## src/rtl/dro_bank_sequencer.sv

```systemverilog
// ============================================================================
// Module   : dro_bank_sequencer
// Brief    : Two-port round-robin command sequencer driving a bank of DRO cells
//            by set/reset toggles; returns read data from output-line toggles.
//            Optional shadow consistency checker: DRO_SEQ_SHADOW_CHECK_EN.
// Revision : 1.0
// ============================================================================
`default_nettype none

module dro_bank_sequencer #(
    parameter int CELLS   = 4,
    parameter int AW      = 2,
    parameter int GAP     = 2,
    parameter int RD_WAIT = 3
) (
    input  logic             clk,
    input  logic             reset,
    input  logic             a_valid,
    output logic             a_ready,
    input  logic             a_op,
    input  logic [AW-1:0]    a_addr,
    input  logic             b_valid,
    output logic             b_ready,
    input  logic             b_op,
    input  logic [AW-1:0]    b_addr,
    output logic             rsp_valid,
    output logic             rsp_src,
    output logic             rsp_data,
    output logic [CELLS-1:0] set_o,
    output logic [CELLS-1:0] reset_o,
    input  logic [CELLS-1:0] out_i,
    output logic             err_o
);

    localparam int CNT_MAX = (GAP > RD_WAIT) ? GAP : RD_WAIT;
    localparam int CW      = (CNT_MAX > 1) ? $clog2(CNT_MAX) : 1;

    typedef enum logic [1:0] {
        IDLE      = 2'd0,
        GAP_WAIT  = 2'd1,
        RD_WAIT_S = 2'd2,
        RESP      = 2'd3
    } state_t;

    state_t           state_q, state_d;
    logic             last_b_q, last_b_d;
    logic             src_q, src_d;
    logic [AW-1:0]    addr_q, addr_d;
    logic [CW-1:0]    cnt_q, cnt_d;
    logic [CELLS-1:0] set_q, set_d;
    logic [CELLS-1:0] rsto_q, rsto_d;
    logic [CELLS-1:0] out_ref_q, out_ref_d;
    logic             rsp_data_q, rsp_data_d;

    logic             w_idle, w_grant_a, w_grant_b, w_hs, w_sample, w_rd_bit;
    logic             w_in_op;
    logic [AW-1:0]    w_in_addr;
    logic [CELLS-1:0] w_sel_in, w_sel_q;

    // A wins unless B is also valid and A was the last one served.
    assign w_idle    = (state_q == IDLE);
    assign w_grant_a = a_valid && (!b_valid || last_b_q);
    assign w_grant_b = b_valid && !w_grant_a;
    assign w_hs      = w_idle && (a_valid || b_valid);
    assign w_in_op   = w_grant_a ? a_op   : b_op;
    assign w_in_addr = w_grant_a ? a_addr : b_addr;

    assign a_ready   = w_idle && w_grant_a && !reset;
    assign b_ready   = w_idle && w_grant_b && !reset;

    // One-hot decodes; addresses beyond CELLS decode to all-zero (no pulse).
    for (genvar c = 0; c < CELLS; c++) begin : g_sel
        assign w_sel_in[c] = (w_in_addr == AW'(c));
        assign w_sel_q[c]  = (addr_q    == AW'(c));
    end

    assign w_sample = (state_q == RD_WAIT_S) && (cnt_q == '0);
    assign w_rd_bit = |((out_i ^ out_ref_q) & w_sel_q);

    always_comb begin
        state_d    = state_q;
        last_b_d   = last_b_q;
        src_d      = src_q;
        addr_d     = addr_q;
        cnt_d      = cnt_q;
        set_d      = set_q;
        rsto_d     = rsto_q;
        out_ref_d  = out_ref_q;
        rsp_data_d = rsp_data_q;
        case (state_q)
            IDLE: begin
                out_ref_d = out_i;
                if (w_hs) begin
                    last_b_d = !w_grant_a;
                    src_d    = !w_grant_a;
                    addr_d   = w_in_addr;
                    if (!w_in_op) begin
                        set_d   = set_q ^ w_sel_in;
                        cnt_d   = CW'(GAP - 1);
                        state_d = GAP_WAIT;
                    end else begin
                        rsto_d  = rsto_q ^ w_sel_in;
                        cnt_d   = CW'(RD_WAIT - 1);
                        state_d = RD_WAIT_S;
                    end
                end
            end
            GAP_WAIT: begin
                if (cnt_q == '0) state_d = IDLE;
                else             cnt_d   = cnt_q - CW'(1);
            end
            RD_WAIT_S: begin
                if (w_sample) begin
                    rsp_data_d = w_rd_bit;
                    state_d    = RESP;
                end else begin
                    cnt_d = cnt_q - CW'(1);
                end
            end
            RESP:    state_d = IDLE;
            default: state_d = IDLE;
        endcase
    end

    always_ff @(posedge clk or posedge reset) begin
        if (reset) begin
            state_q    <= IDLE;
            last_b_q   <= 1'b1;
            src_q      <= 1'b0;
            addr_q     <= '0;
            cnt_q      <= '0;
            set_q      <= '0;
            rsto_q     <= '0;
            out_ref_q  <= '0;
            rsp_data_q <= 1'b0;
        end else begin
            state_q    <= state_d;
            last_b_q   <= last_b_d;
            src_q      <= src_d;
            addr_q     <= addr_d;
            cnt_q      <= cnt_d;
            set_q      <= set_d;
            rsto_q     <= rsto_d;
            out_ref_q  <= out_ref_d;
            rsp_data_q <= rsp_data_d;
        end
    end

    assign set_o     = set_q;
    assign reset_o   = rsto_q;
    assign rsp_valid = (state_q == RESP);
    assign rsp_src   = src_q;
    assign rsp_data  = rsp_data_q;

`ifdef DRO_SEQ_SHADOW_CHECK_EN
    logic [CELLS-1:0] shadow_q, shadow_d;
    logic             err_q, err_d;
    logic             idle_seen_q;

    // Shadow clears at sample time so the read compares against the pre-read value.
    // Stray detection skips the first IDLE cycle, where out_ref still holds the pre-read level.
    always_comb begin
        shadow_d = shadow_q;
        err_d    = err_q;
        if (w_hs && !w_in_op) shadow_d = shadow_q | w_sel_in;
        if (w_sample) begin
            shadow_d = shadow_q & ~w_sel_q;
            if (w_rd_bit != |(shadow_q & w_sel_q)) err_d = 1'b1;
        end
        if (w_idle && idle_seen_q && (out_i != out_ref_q)) err_d = 1'b1;
    end

    always_ff @(posedge clk or posedge reset) begin
        if (reset) begin
            shadow_q    <= '0;
            err_q       <= 1'b0;
            idle_seen_q <= 1'b0;
        end else begin
            shadow_q    <= shadow_d;
            err_q       <= err_d;
            idle_seen_q <= w_idle;
        end
    end

    assign err_o = err_q;
`else
    assign err_o = 1'b0;
`endif

endmodule

`default_nettype wire

```

## config.mk

```make
export PLATFORM = sky130hd
export DESIGN_NAME = dro_bank_sequencer
export DESIGN_NICKNAME = d
export VERILOG_FILES = /design/src/rtl/dro_bank_sequencer.sv
export SDC_FILE = /design/constraint.sdc
export NUM_CORES = 1
export LEC_CHECK = 0
export CORE_MARGIN = 3
export CORE_UTILIZATION = 45
export CTS_BUF_LIST = sky130_fd_sc_hd__clkbuf_8
export DETAILED_ROUTE_END_ITERATION = 7
export PLACE_DENSITY_LB_ADDON = 0.25
export RECOVER_POWER = 100
export SYNTH_ARGS = -nofsm -noshare
export SYNTH_HDL_FRONTEND = slang
export SYNTH_SLANG_ARGS = --single-unit
```

## constraint.sdc

```tcl
create_clock -name clk -period 2 [get_ports clk]
set_input_delay 0.6 -clock clk [delete_from_list [all_inputs] [get_ports clk]]
set_output_delay 0.6 -clock clk [all_outputs]
set_load 0.02 [all_outputs]
```

==> flow_summary.ini <==
[status]
status = completed

[critical_path]
crit_arrival_ns = 1.34
required_ns = 1.40
path_class = register to output port
worstPathMaxFanout = 2
start_kind = register
cp-end-kind = output port

[logic_synthesis]
syn_nets = 142
synth_simple_gate_area_share_pct = 11.3
synth_xor_area_share_pct = 8.14
yosys_warnings = 0
synth_compound_area_share_pct = 20.3
yosysSeqAreaShare_pct = 40.8
synth-edff-count = 0
synthAdderAreaFrac_pct = 5.81
ys_types = 40
synthFlopType = dfrtp_1
syn_inst = 122
synth_top_family_by_area = compound AO/OA/AOI/OAI gates
async_reset_ff_share_pct = 100
synth-seq-cells = 21
syn_area_sq_um = 1290
synthMuxAreaShare_pct = 6.78
syn_area_per_cell_sq_um = 10.6

[global_routing]
grt_pass1_wl_um = 5160
grt_use_total_pct = 19.0
grt_pass1_vias = 1154
grt_max_degree = 16
grt_overflow = 0
antenna_found_initial = 0

[route]
first_pass_iters = 4
ant_nets = 0
via_per_inst = 5.74
drc = 0
vias = 1113
wl_per_cell_um = 15.5
drt_iter0_drc = 39
drt-total-wl_um = 3010

[cells_and_area]
nNetsFinal = 185
syn_to_final_growth_pct = 33.0
final.fill_count = 217
final_util_pct = 66.3
finalNonFillerCells = 194
drive_gt1_share_pct = 21.3
diodes = 0

[clock_network]
cts_root_buf = clkbuf_8
ctsHoldBuffers = 0
cts_tree = done
cts_buffer_depth = 2
cts_sinks = 21
clkTransAtPathRegs_ns = 0.08
cts_setup_buffers = 0
clk_latency_ns = 0.26
cts_buffers = 3
htree_num_levels = 1

[placement]
dp_cells = 190
gp_congestion = 0.783
place_hpwl_um = 2320
portBuffers = 26

[sta]
finalMaxSlewViolations = 0
hold_violations = 0
tns_ns = 0
finalCriticalPeriod_ns = 1.94
holdWs_ns = 0.452
max_freq_ghz = 0.516
worstMarginPinSlew_ns = 0.546
setup_viol = 0
post-route-period-util_pct = 96.9
finClkSkew_ns = 0.00624
max_slew_margin_pct = 63.6

[floorplan]
die-area_sq_um = 3550
start_util_pct = 49.9
rows = 18
die_y_um = 59.6
core_sq_um = 2590
die_x_um = 59.6
ios = 28

[worst_hold_path]
min_path_type = input pin to async pin

[pwr]
power_density_nw_per_um2 = 1490
p_total_mw = 2.55
static-leakage-power_nw = 0.762
vdd_drop_max_mv = 1.03

[run]
maxCapViolCount = 0
-- worst max-delay path: stages, from the launching register on --
cell and delay (ns):
dfrtp_1 0.38, inv_1 0.11, ha_4 0.17, inv_1 0.07, nor3_2 0.18, buf_4 0.17
-- logic make-up after synthesis --
family,count (synthesis)
compound gates,36
simple gates,24
flops,21
buf+inv,15
xor+xnor,12
mux,7
fa+ha+maj,6
other cells,1
-- where the power goes --
| group | switching (mW) | internal [mW] |
|---|---|---|
| logic | 0.754 | 0.749 |
| registers | 0.125 | 0.654 |
| clock network | 0.133 | 0.137 |
-- registers in the layout (all words and copies together), names as in the netlist --
register / cells
rsp_src: 1
last_b_q: 1
out_ref_q: 4
cnt_q: 2
addr_q: 2
state_q: 2
reset_o: 4
rsp_data: 1
set_o: 4
-- per-stage QoR --
stage,worst slack (ns),instance area (sq um)
final,0.0613,1720
after global placement,-0.567,1670
after detailed placement,-0.591,1670
after global routing,-0.00312,1720
after floorplan,0.0998,1300
after CTS,0.00111,1710
-- Yosys cell counts, types with 2 or more instances --
cell       n  area share, %
a32o_1     2            1.6
a211oi_1   7            4.1
o21ai_0    4            1.6
mux2_2     4            3.5
o21ai_1    4            1.6
inv_1     10            2.9
nand2_1    5            1.5
buf_6      2            1.7
ha_1       6            5.8
xor2_1     6            4.1
nand4b_1   2            1.4
nor2_1     3           0.87
xnor2_1    6            4.1
a22o_1     2            1.4
o211ai_1   3            1.7
nand3b_1   3            1.7
mux2i_1    2            1.6
a32oi_2    2            2.5
a21oi_1    6            2.3
nand3_1    2           0.78
a31oi_1    3            1.5
dfrtp_1   20             39
-- per-layer routing --
| metal | wire, um | part of all wire, % | track usage [%] | vias up |
|---|---|---|---|---|
| met3 | 119 | 4.0 | 1.74 | 8 |
| met1 | 1310 | 44 | 25.0 | 530 |
| li1 | - | - | - | 531 |
| met4 | 39 | 1.3 | 5.70 | 0 |
| met5 | 0 | 0 | 0 | - |
| met2 | 1540 | 51 | 33.1 | 44 |
-- final cells by class --
type                    count  area (sq um)  area share [%]
repair buffers             43           372            21.6
flip-flops and latches     21           527            30.7
multi-input cells          86           699            40.7
clock inverters             1          3.75           0.218
clock buffers               3          41.3            2.40
well taps                  30          37.5            2.18
inverters                  10          37.5            2.18
-- worst paths after layout --
check,start,endpoint,slack (ns),cells past startpoint
min,reset,reset_o[0],0.45,2
max reg2reg,state_q[1],cnt_q[0],0.08,8
max,state_q[1],a_ready,0.06,5
max in group asynchronous,reset,state_q[0],0.78,3
min in group clk,reset_o[1],reset_o[1],0.46,1
min reg2reg,reset_o[1],reset_o[1],0.46,1
-- layout by cell type (no fill, tap or decap), drive strengths merged, types with 3 or more instances in the layout --
cell           Yosys  final
ha                 6      6
inv               10     11
a211oi             7      7
o211ai             3      3
a21oi              6      6
clkbuf             2      8
xor2               6      6
dfrtp             20     20
clkdlybuf4s50      0      8
nor2               3      3
o21ai              8      8
mux2               4      4
buf                3     14
a31oi              3      3
dlygate4sd2        0      4
nand2              5      5
xnor2              6      6
nand3b             3      3
dlygate4sd3        0     12
-- repair_timing --
action                                  4_1_cts  5_1_grt
pin swaps                                     0        2
endpoints found under the setup margin        4        6
resized for setup                            14        4
No activity file was read; power rests on OpenSTA's default activity.
